==> src/rtl/irq_enc32t5_pkg.sv <==
`default_nettype none
// ============================================================================
// Module      : irq_enc32t5_pkg
// Description : Shared widths, FSM state encoding and a one-hot helper for
//               the 32-line interrupt encoder.
// Contents    : IRQ_N   number of request lines
//               IRQ_W   width of the encoded line index
//               state_t presentation FSM state (IDLE / BUSY)
//               onehot  index -> one-hot line vector
// Revision    : 1.0  initial release
// ============================================================================
package irq_enc32t5_pkg;

  localparam int IRQ_N = 32;
  localparam int IRQ_W = 5;

  typedef enum logic [0:0] {
    IDLE = 1'b0,
    BUSY = 1'b1
  } state_t;

  function automatic logic [IRQ_N-1:0] onehot(input logic [IRQ_W-1:0] idx);
    logic [IRQ_N-1:0] v;
    v      = '0;
    v[idx] = 1'b1;
    return v;
  endfunction

endpackage
`default_nettype wire

==> src/rtl/irq_enc32t5_pri_enc32.sv <==
`default_nettype none
// ============================================================================
// Module      : irq_enc32t5_pri_enc32
// Description : Combinational 32-to-5 priority encoder, lowest index wins.
// Ports       : eligible  in  [31:0] candidate lines
//               code      out [4:0]  index of the lowest set bit (0 if none)
//               any       out        at least one eligible line
// Revision    : 1.0  initial release
// ============================================================================
module irq_enc32t5_pri_enc32
  import irq_enc32t5_pkg::*;
(
  input  logic [IRQ_N-1:0] eligible,
  output logic [IRQ_W-1:0] code,
  output logic             any
);

  // Scanning from the top down lets the lowest set index overwrite last.
  always_comb begin
    code = '0;
    for (int i = IRQ_N - 1; i >= 0; i--) begin
      if (eligible[i]) begin
        code = IRQ_W'(i);
      end
    end
  end

  assign any = |eligible;

endmodule
`default_nettype wire

==> src/rtl/irq_enc32t5.sv <==
`default_nettype none
// ============================================================================
// Module      : irq_enc32t5
// Description : 32-line interrupt collector with writable mask and a
//               registered priority code presented over a VLD/ACK handshake.
// Parameters  : EDGE      1 = capture REQ rising edges, 0 = capture REQ level
//               MASK_RST  reset value of the mask register (1 = masked)
// Ports       : clk      in         system clock
//               rst_n    in         asynchronous active-low reset
//               en       in         allows a new code to be presented
//               req      in  [31:0] request lines
//               mask_we  in         mask write strobe
//               mask_d   in  [31:0] mask write data
//               ack      in         CPU acknowledge of the presented code
//               vld      out        code valid, awaiting ack
//               code     out [4:0]  serviced line index
//               pend     out [31:0] pending register
//               mask     out [31:0] mask register
// Revision    : 1.0  initial release
// ============================================================================
module irq_enc32t5
  import irq_enc32t5_pkg::*;
#(
  parameter bit               EDGE     = 1'b1,
  parameter logic [IRQ_N-1:0] MASK_RST = '0
) (
  input  logic             clk,
  input  logic             rst_n,
  input  logic             en,
  input  logic [IRQ_N-1:0] req,
  input  logic             mask_we,
  input  logic [IRQ_N-1:0] mask_d,
  input  logic             ack,
  output logic             vld,
  output logic [IRQ_W-1:0] code,
  output logic [IRQ_N-1:0] pend,
  output logic [IRQ_N-1:0] mask
);

  state_t           r_state;
  state_t           w_state_nxt;
  logic [IRQ_W-1:0] r_code;
  logic [IRQ_W-1:0] w_code_nxt;
  logic [IRQ_N-1:0] r_pend;
  logic [IRQ_N-1:0] r_mask;
  logic [IRQ_N-1:0] r_req_d;
  logic [IRQ_N-1:0] w_new;
  logic [IRQ_N-1:0] w_clr;
  logic [IRQ_N-1:0] w_eligible;
  logic [IRQ_W-1:0] w_enc_code;
  logic             w_enc_any;

  assign w_new      = EDGE ? (req & ~r_req_d) : req;
  assign w_eligible = r_pend & ~r_mask;

  irq_enc32t5_pri_enc32 u_pri_enc (
    .eligible (w_eligible),
    .code     (w_enc_code),
    .any      (w_enc_any)
  );

  // The code is latched on entry to BUSY and never re-evaluated there, so a
  // higher-priority arrival or a mask/en change cannot preempt it.
  always_comb begin
    w_state_nxt = r_state;
    w_code_nxt  = r_code;
    w_clr       = '0;
    case (r_state)
      IDLE: begin
        if (en && w_enc_any) begin
          w_state_nxt = BUSY;
          w_code_nxt  = w_enc_code;
        end
      end
      BUSY: begin
        if (ack) begin
          w_clr       = onehot(r_code);
          w_state_nxt = IDLE;
        end
      end
      default: begin
        w_state_nxt = IDLE;
      end
    endcase
  end

  always_ff @(posedge clk or negedge rst_n) begin
    if (!rst_n) begin
      r_state <= IDLE;
      r_code  <= '0;
      r_pend  <= '0;
      r_mask  <= MASK_RST;
      r_req_d <= '0;
    end else begin
      r_state <= w_state_nxt;
      r_code  <= w_code_nxt;
      // New captures are OR-ed in after the clear so set wins on a collision.
      r_pend  <= (r_pend & ~w_clr) | w_new;
      r_req_d <= req;
      if (mask_we) begin
        r_mask <= mask_d;
      end
    end
  end

  assign vld  = (r_state == BUSY);
  assign code = r_code;
  assign pend = r_pend;
  assign mask = r_mask;

endmodule
`default_nettype wire

==> config.mk <==
export PLATFORM = sky130hd
export DESIGN_NAME = irq_enc32t5
export DESIGN_NICKNAME = d
export VERILOG_FILES = /design/src/rtl/irq_enc32t5_pkg.sv /design/src/rtl/irq_enc32t5_pri_enc32.sv /design/src/rtl/irq_enc32t5.sv
export SDC_FILE = /design/constraint.sdc
export NUM_CORES = 1
export LEC_CHECK = 0
export ABC_AREA = 1
export BUFFER_PORTS_ARGS = -buffer_cell sky130_fd_sc_hd__buf_2
export CELL_PAD_IN_SITES_DETAIL_PLACEMENT = 2
export CELL_PAD_IN_SITES_GLOBAL_PLACEMENT = 2
export CORE_MARGIN = 1.5
export CORE_UTILIZATION = 29
export DETAILED_ROUTE_END_ITERATION = 8
export HOLD_SLACK_MARGIN = 0.15
export PLACE_DENSITY_LB_ADDON = 0.3
export SLEW_MARGIN = 20
export SYNTH_ARGS = -nofsm -noshare
export SYNTH_HDL_FRONTEND = slang
export SYNTH_SLANG_ARGS = --single-unit
==> constraint.sdc <==
create_clock -name clk -period 2.24 [get_ports clk]
set_input_delay 0.112 -clock clk [delete_from_list [all_inputs] [get_ports clk]]
set_output_delay 0.112 -clock clk [all_outputs]
set_load 0.005 [all_outputs]
==> out/metrics.csv, run 1 <==
stage,metric,value,unit
synth,synth_cells,444,
worst_setup_path,path_delay_family,simple AND/OR/NAND/NOR gates,
placement,post-dp-hpwl,9.84,mm
timing,holdWs,288,ps
global_route,grt_pass1_vias,4451,
timing,finalCriticalPeriod,2230,ps
pwr,p_per_area,788,nW/µm²
worst_setup_path,path_max_fanout,2,
synth,syn_avg_cell_area,9.13,µm²
global_route,grt.met1_usage,24.2,%
route,drc_errors,0,
timing,rsz0062_at_grt,yes,
synth,synth_compound_area_share,13.7,%
worst_setup_path,rr_startpoint,mask[30],
finish,drive_above_1_share,25.2,%
floorplan,core_area,13800,µm²
synth,synthAdderAreaFrac,0,%
cts,h-tree-depth,3,
floorplan,fp.dieArea,14700,µm²
route,viasPerCell,4.56,
worst_setup_path,endpoint_kind,register,
synth,synth_cell_types,19,
global_route,grt_max_degree,61,
global_route,use_met2,39.5,%
run_status,outcome,finished clean,
min_path,hold_end,mask[2],
cts,cts-buffers-inserted,9,
route,wl,14.6,mm
synth,synth_seq_area_share,63.0,%
worst_setup_path,crit_required,2490,ps
synth,synth_nets,513,
worst_setup_path,worst-r2r-setup-slack,9,ps
global_route,gr-max-usage-layer,met2,
global_route,antenna_found_initial,1,
finish,area_growth,47.8,%
worst_setup_path,max_stage_delay,380,ps
floorplan,initial_utilization,29.4,%
timing,relSlewSlack,58.2,%
cts,cts_tree,yes,
cts,cts_root_buf,clkbuf_16,
floorplan,die_x,121,µm
worst_setup_path,crit_type,register to register,
synth,ys_warn_count,0,
worst_setup_path,cpMostUsedCell,nand2_1,
min_path,min_from,mask_we,
timing,tightest_slew,627,ps
placement,place.gp.congestion,0.746,
worst_setup_path,r2r-end,code[0],
finish,final_util,43.5,%
global_route,use_met3,4.37,%
synth,synth_area,4050,µm²
timing,maxSlewViolCount,0,
synth,ys.flop_type,dfrtp_1,
global_route,grt_pass1_wl,23.3,mm
pwr,p_leak,0.00295,µW
min_path,hold_class,primary input to register,
worst_setup_path,slowest_stage,dfrtp_1,
finish,fin_nets,727,
timing,setup_viol,0,
global_route,grt-ovfl-total,0,
timing,timing.final.crit_share,99.6,%
floorplan,rows,43,
synth,synth_top_family_by_area,simple AND/OR/NAND/NOR gates,
route,wl_per_cell,17.3,µm
finish,fill_cells,1539,
floorplan,io_pins,139,
synth,synthXorXnorAreaFrac,0,%
min_path,hold_path_depth,3,
timing,finalHoldViolations,0,
cts,clk_latency,350,ps
synth,async_reset_ff_share,100,%
worst_setup_path,critPathBufInv,1,
worst_setup_path,cp.arrival,2480,ps
synth,synth_enable_flop_cells,0,
route,antenna_left,0,
route,drt_iter0_drc,114,
cts,clk_pin_slew,70,ps
timing,fmax,0.448,GHz
route,vias,3846,
flow_run,maxCapViolCount,0,
synth,synth-simple-area-share,15.7,%
synth,muxShareOfSynthArea,0.278,%
floorplan,fp.dieH,121,µm
cts,clkSinkCount,102,
cts,clockBufferDepth,2,
pwr,vdd_drop_max,0.000406,V
route,first_pass_iters,4,
global_route,grt_use_total,21.2,%
worst_setup_path,startpoint_type,register,
timing,finalClockSkew,9.96,ps
synth,ys_ff_latch,102,
placement,place.port_buffers,138,
worst_setup_path,reg2regPathDepth,34,
==> logic make-up after synthesis <==
kind of cell	after synthesis
AOI/OAI and AO/OA	108
buffers and inverters	79
DFF	102
muxes	1
and+or+nand+nor	154
==> layout make-up <==
class / instances / area (µm²) / share of cell area (%)
Inverter: 72 / 270 / 4.51
Timing Repair Buffer: 210 / 1410 / 23.6
Clock buffer: 12 / 256 / 4.28
Clock inverter: 3 / 67.6 / 1.13
Multi-Input combinational cell: 263 / 1200 / 20.1
Tap cell: 180 / 225 / 3.76
Antenna cell: 1 / 2.50 / 0.0418
Sequential cell: 102 / 2550 / 42.6
==> per-layer routing <==
metal | vias to the layer above | share of wire, %
li1 | 1824 | -
met1 | 1924 | 41
met2 | 87 | 54
met3 | 11 | 3.7
met4 | 0 | 1.3
met5 | - | 0
==> worst max-delay path by stage <==
stage | depth (start not counted) | startpoint | slack [ps] | endpoint
detailed placement | 34 | pend[31] | -6 | code[0]
global route | 34 | mask[30] | -440 | code[0]
finish | 34 | mask[30] | 9 | code[0]
floorplan | 34 | mask[30] | 300 | code[0]
CTS | 34 | mask[30] | -10 | code[0]
global placement | 34 | mask[30] | 50 | code[0]
==> registers in the layout, indices dropped and copies added (netlist names) <==
signal   cells
mask        32
pend        32
r_req_d     32
code         5
vld          1
==> cells in the mapped netlist (2+ instances only) <==
library cell  count  area (µm²)
nor2_1           19        71.3
clkbuf_1          5        18.8
o211ai_1          2        15.0
inv_1            71         267
o31ai_1           2        15.0
nand2_1         115         432
a31oi_1           2        12.5
buf_1             2        7.51
nand3_1          13        65.1
o21ai_0          99         495
dfrtp_1         102        2550
nand2_4           5        56.3
==> per-stage QoR <==
step / cell area, µm² / worst slack [ps] / TNS [ps] / total power, µW / std cells
global placement: 5000 / 51.7 / 0 / 2900 / 760
global route: 5990 / -444 / -585 / 4980 / 843
floorplan: 4050 / 301 / 0 / 2480 / 444
finish: 5990 / 8.99 / 0 / 4730 / 843
CTS: 5990 / -10.0 / -10.0 / 4800 / 842
detailed placement: 5000 / -5.65 / -5.65 / 2940 / 760
==> report_power, final <==
part	internal, µW	switching, µW
Clock	1040	693
Sequential	2000	117
Combinational	349	530
==> layout by cell type, fill, tap and decap left out, types with 2 or more instances in the layout <==
cell,Yosys,routed
o31ai_1,2,2
buf_4,0,5
a31oi_1,2,2
o211ai_1,2,2
nand2_1,115,115
dfrtp_1,102,102
clkbuf_16,0,9
dlygate4sd3_1,0,67
nand2_4,5,5
inv_2,1,2
buf_2,0,137
nor2_1,19,19
o21ai_0,99,99
clkbuf_8,0,2
nand3_1,13,13
inv_1,71,70
bufinv_16,0,2
==> worst min-delay path: cells and delay by family <==
| family | cells | cell delay, ps |
|---|---|---|
| AO/OA/AOI/OAI | 1 | 70 |
| buffers and inverters | 1 | 280 |
| AND/OR/NAND/NOR | 1 | 120 |
==> what timing repair did <==
item                                    4_1_cts  5_1_grt
endpoints found under the setup margin        1        2
endpoints found under the hold margin       140        0
hold buffers                                 67        0
setup buffers                                 0        0
resized for setup                             1        0
(Power assumes the default switching activity.)
==> run 2: changes to the inputs <==
--- a/config.mk
+++ b/config.mk
@@ -12,4 +12,5 @@
 export CORE_MARGIN = 1.5
 export CORE_UTILIZATION = 29
+export CTS_CLUSTER_SIZE = 25
 export DETAILED_ROUTE_END_ITERATION = 8
 export HOLD_SLACK_MARGIN = 0.15
==> constraint.sdc (replaced) <==
create_clock -name clk -period 2.24 [get_ports clk]
set_input_delay 0.112 -clock clk [delete_from_list [all_inputs] [get_ports clk]]
set_output_delay 0.112 -clock clk [all_outputs]
set_load 0.05 [all_outputs]
==> run 2 against run 1 <==
- the run now ends with setup timing left
- flip-flop and latch count is the same
- via count grew 0.18%
- global-route usage shrank 0.16 points
- largest power group unchanged
- highest routed layer unchanged
==> out/metrics.csv, run 2 (same netlist as run 1, synthesis figures left out) <==
stage,metric,value,unit,change
flow_run,maxCapViolCount,0,,unchanged
cts,cts-buffers-inserted,9,,unchanged
finish,fill_cells,1553,,was 1539
floorplan,core_area,13800,µm²,unchanged
floorplan,initial_utilization,29.4,%,unchanged
pwr,vdd_drop_max,0.000370,V,was 0.000406 V
min_path,min_from,mask_we,,unchanged
pwr,power_switching,1810,µW,was 1340 µW
route,drc_errors,0,,unchanged
global_route,antenna_found_initial,0,,was 1
cts,clk_pin_slew,70,ps,about the same
route,wl,14.6,mm,about the same
timing,rsz0062_at_grt,yes,,unchanged
worst_setup_path,crit_required,2480,ps,was 2490 ps
worst_setup_path,startpoint_type,register,,unchanged
timing,timing.final.crit_share,104,%,was 99.6%
min_path,hold_path_depth,3,,unchanged
route,vias,3853,,was 3846
worst_setup_path,max_stage_delay,420,ps,was 380 ps
worst_setup_path,cp.arrival,2570,ps,was 2480 ps
cts,clockBufferDepth,2,,unchanged
timing,finalClockSkew,10.8,ps,was 9.96 ps
worst_setup_path,crit_type,register to register,,unchanged
finish,final_common_cell,buf_2,,unchanged
worst_setup_path,rr_startpoint,mask[30],,unchanged
worst_setup_path,crit_start,mask[30],,unchanged
pwr,p_leak,0.00295,µW,about the same
floorplan,fp.dieArea,14700,µm²,unchanged
min_path,hold_class,primary input to register,,unchanged
finish,fin_nets,731,,was 727
route,first_pass_iters,4,,unchanged
pwr,p_sw_share,35.9,%,was 28.4%
finish,area_growth,48.1,%,was 47.8%
global_route,grt_use_total,21.0,%,was 21.2%
cts,cts_root_buf,clkbuf_16,,unchanged
finish,drive_above_1_share,27.0,%,was 25.2%
timing,fin_ws,-96.8,ps,was 8.99 ps
finish,final_util,43.6,%,was 43.5%
timing,finalHoldViolations,0,,unchanged
pwr,p_per_area,839,nW/µm²,was 788 nW/µm²
route,wl_per_cell,17.3,µm,about the same
pwr,finalPower,5040,µW,was 4730 µW
finish,n_antenna_cell,0,,was 1
route,viasPerCell,4.55,,was 4.56
run_status,outcome,"complete, but fails checks",,was finished clean
finish,final_cell_mix,"buf_2, nand2_1, o21ai_0",,"was buf_2, nand2_1, dfrtp_1"
placement,place.gp.congestion,0.728,,was 0.746
floorplan,rows,43,,unchanged
worst_setup_path,endpoint_kind,register,,unchanged
worst_setup_path,slowest_stage,dfrtp_2,,was dfrtp_1
cts,clkSinkCount,102,,unchanged
global_route,grt_pass1_vias,4482,,was 4451
run_status,violations,setup timing,,
worst_setup_path,cpMostUsedCell,nand2_1,,unchanged
pwr,intPower,3230,µW,was 3390 µW
cts,clk_latency,350,ps,about the same
cts,h-tree-depth,3,,unchanged
worst_setup_path,path_max_fanout,2,,unchanged
finish,stdcell_count,846,,was 843
global_route,grt_pass1_wl,23.3,mm,about the same
timing,finalCriticalPeriod,2340,ps,was 2230 ps
timing,relSlewSlack,53.3,%,was 58.2%
timing,fmax,0.428,GHz,was 0.448 GHz
placement,dp.cells,761,,was 760
pwr,p_comb_share,26.9,%,was 18.6%
route,drt_iter0_drc,117,,was 114
worst_setup_path,reg2regPathDepth,34,,unchanged
floorplan,die_x,121,µm,unchanged
floorplan,fp.dieH,121,µm,unchanged
timing,setup_viol,1,,was 0
floorplan,io_pins,139,,unchanged
placement,post-dp-hpwl,10.0,mm,was 9.84 mm
placement,place.port_buffers,138,,unchanged
global_route,grt_max_degree,53,,was 61
pwr,p_seq_share,41.9,%,was 44.8%
timing,tightest_slew,701,ps,was 627 ps
route,antenna_left,0,,unchanged
pwr,clkPwrFrac,31.2,%,was 36.6%
cts,cts_tree,yes,,unchanged
timing,maxSlewViolCount,0,,unchanged
global_route,grt-ovfl-total,0,,unchanged
run 2: cell count changes in the layout (fill, tap and decap cells not counted), moves of 3 or more:
cell,delta
dfrtp_2,+5
nand2_1,-3
buf_4,+4
nand2_2,+3
dfrtp_1,-5
run 2: layer usage:
metal / vias up / track usage [%] / share of wire [%]
met5: - / 0 / 0
met4: 0 / 6.99 / 1.5
met3: 16 / 3.62 / 3.4
met2: 83 / 38.9 / 54
met1: 1923 / 24.4 / 41
li1: 1831 / - / -
run 2: per-stage QoR:
step                      setup WS, ps  hold WS (ps)  instance area (µm²)  setup TNS, ps
final                            -96.8           324                 6010          -96.8
after global routing              -432           368                 6010           -577
after CTS                        -74.3           324                 5990          -74.3
after detailed placement         -36.9           207                 5010          -36.9
after global placement            49.9           198                 5010              0
after floorplan                   7.80          -184                 4060              0
run 2: final timing paths:
check / to / slack, ps
min in group asynchronous: mask[30] / 360
worst min register to register: pend[15] / 420
worst min-delay path: mask[21] / 320
max in group asynchronous: r_req_d[8] / 1150
worst max register to register: code[0] / -100
worst max-delay path: code[0] / -100
run 2: layout make-up:
type | count | area (µm²) | area share, %
clock buffers | 13 | 280 | 4.67
clock inverters | 2 | 15.0 | 0.250
inverters | 72 | 270 | 4.50
multi-input cells | 263 | 1210 | 20.2
flip-flops and latches | 102 | 2560 | 42.6
well taps | 180 | 225 | 3.75
repair buffers | 214 | 1440 | 24.0
run 2: worst max-delay path: cells and delay by family, from the launching register on:
family | cells | cell delay [ps]
simple gates | 33 | 1720
flops | 1 | 420
buf+inv | 1 | 70
run 2: timing repair:
action,in CTS,in global routing
hold buffers,67,0
pin swaps,0,6
endpoints found under the hold margin,148,0
cloned,0,0
setup endpoints to repair,1,2
resized for setup,1,3
buffers inserted,2,1
run 2: power groups by stage:
stage | registers [µW] | logic, µW | clock network (µW)
after global routing | 2140 | 1470 | 1680
after CTS | 2110 | 1360 | 1610
after global placement | 2140 | 1230 | 0
after detailed placement | 2150 | 1260 | 0
after floorplan | 2600 | 335 | 0
final | 2110 | 1350 | 1570
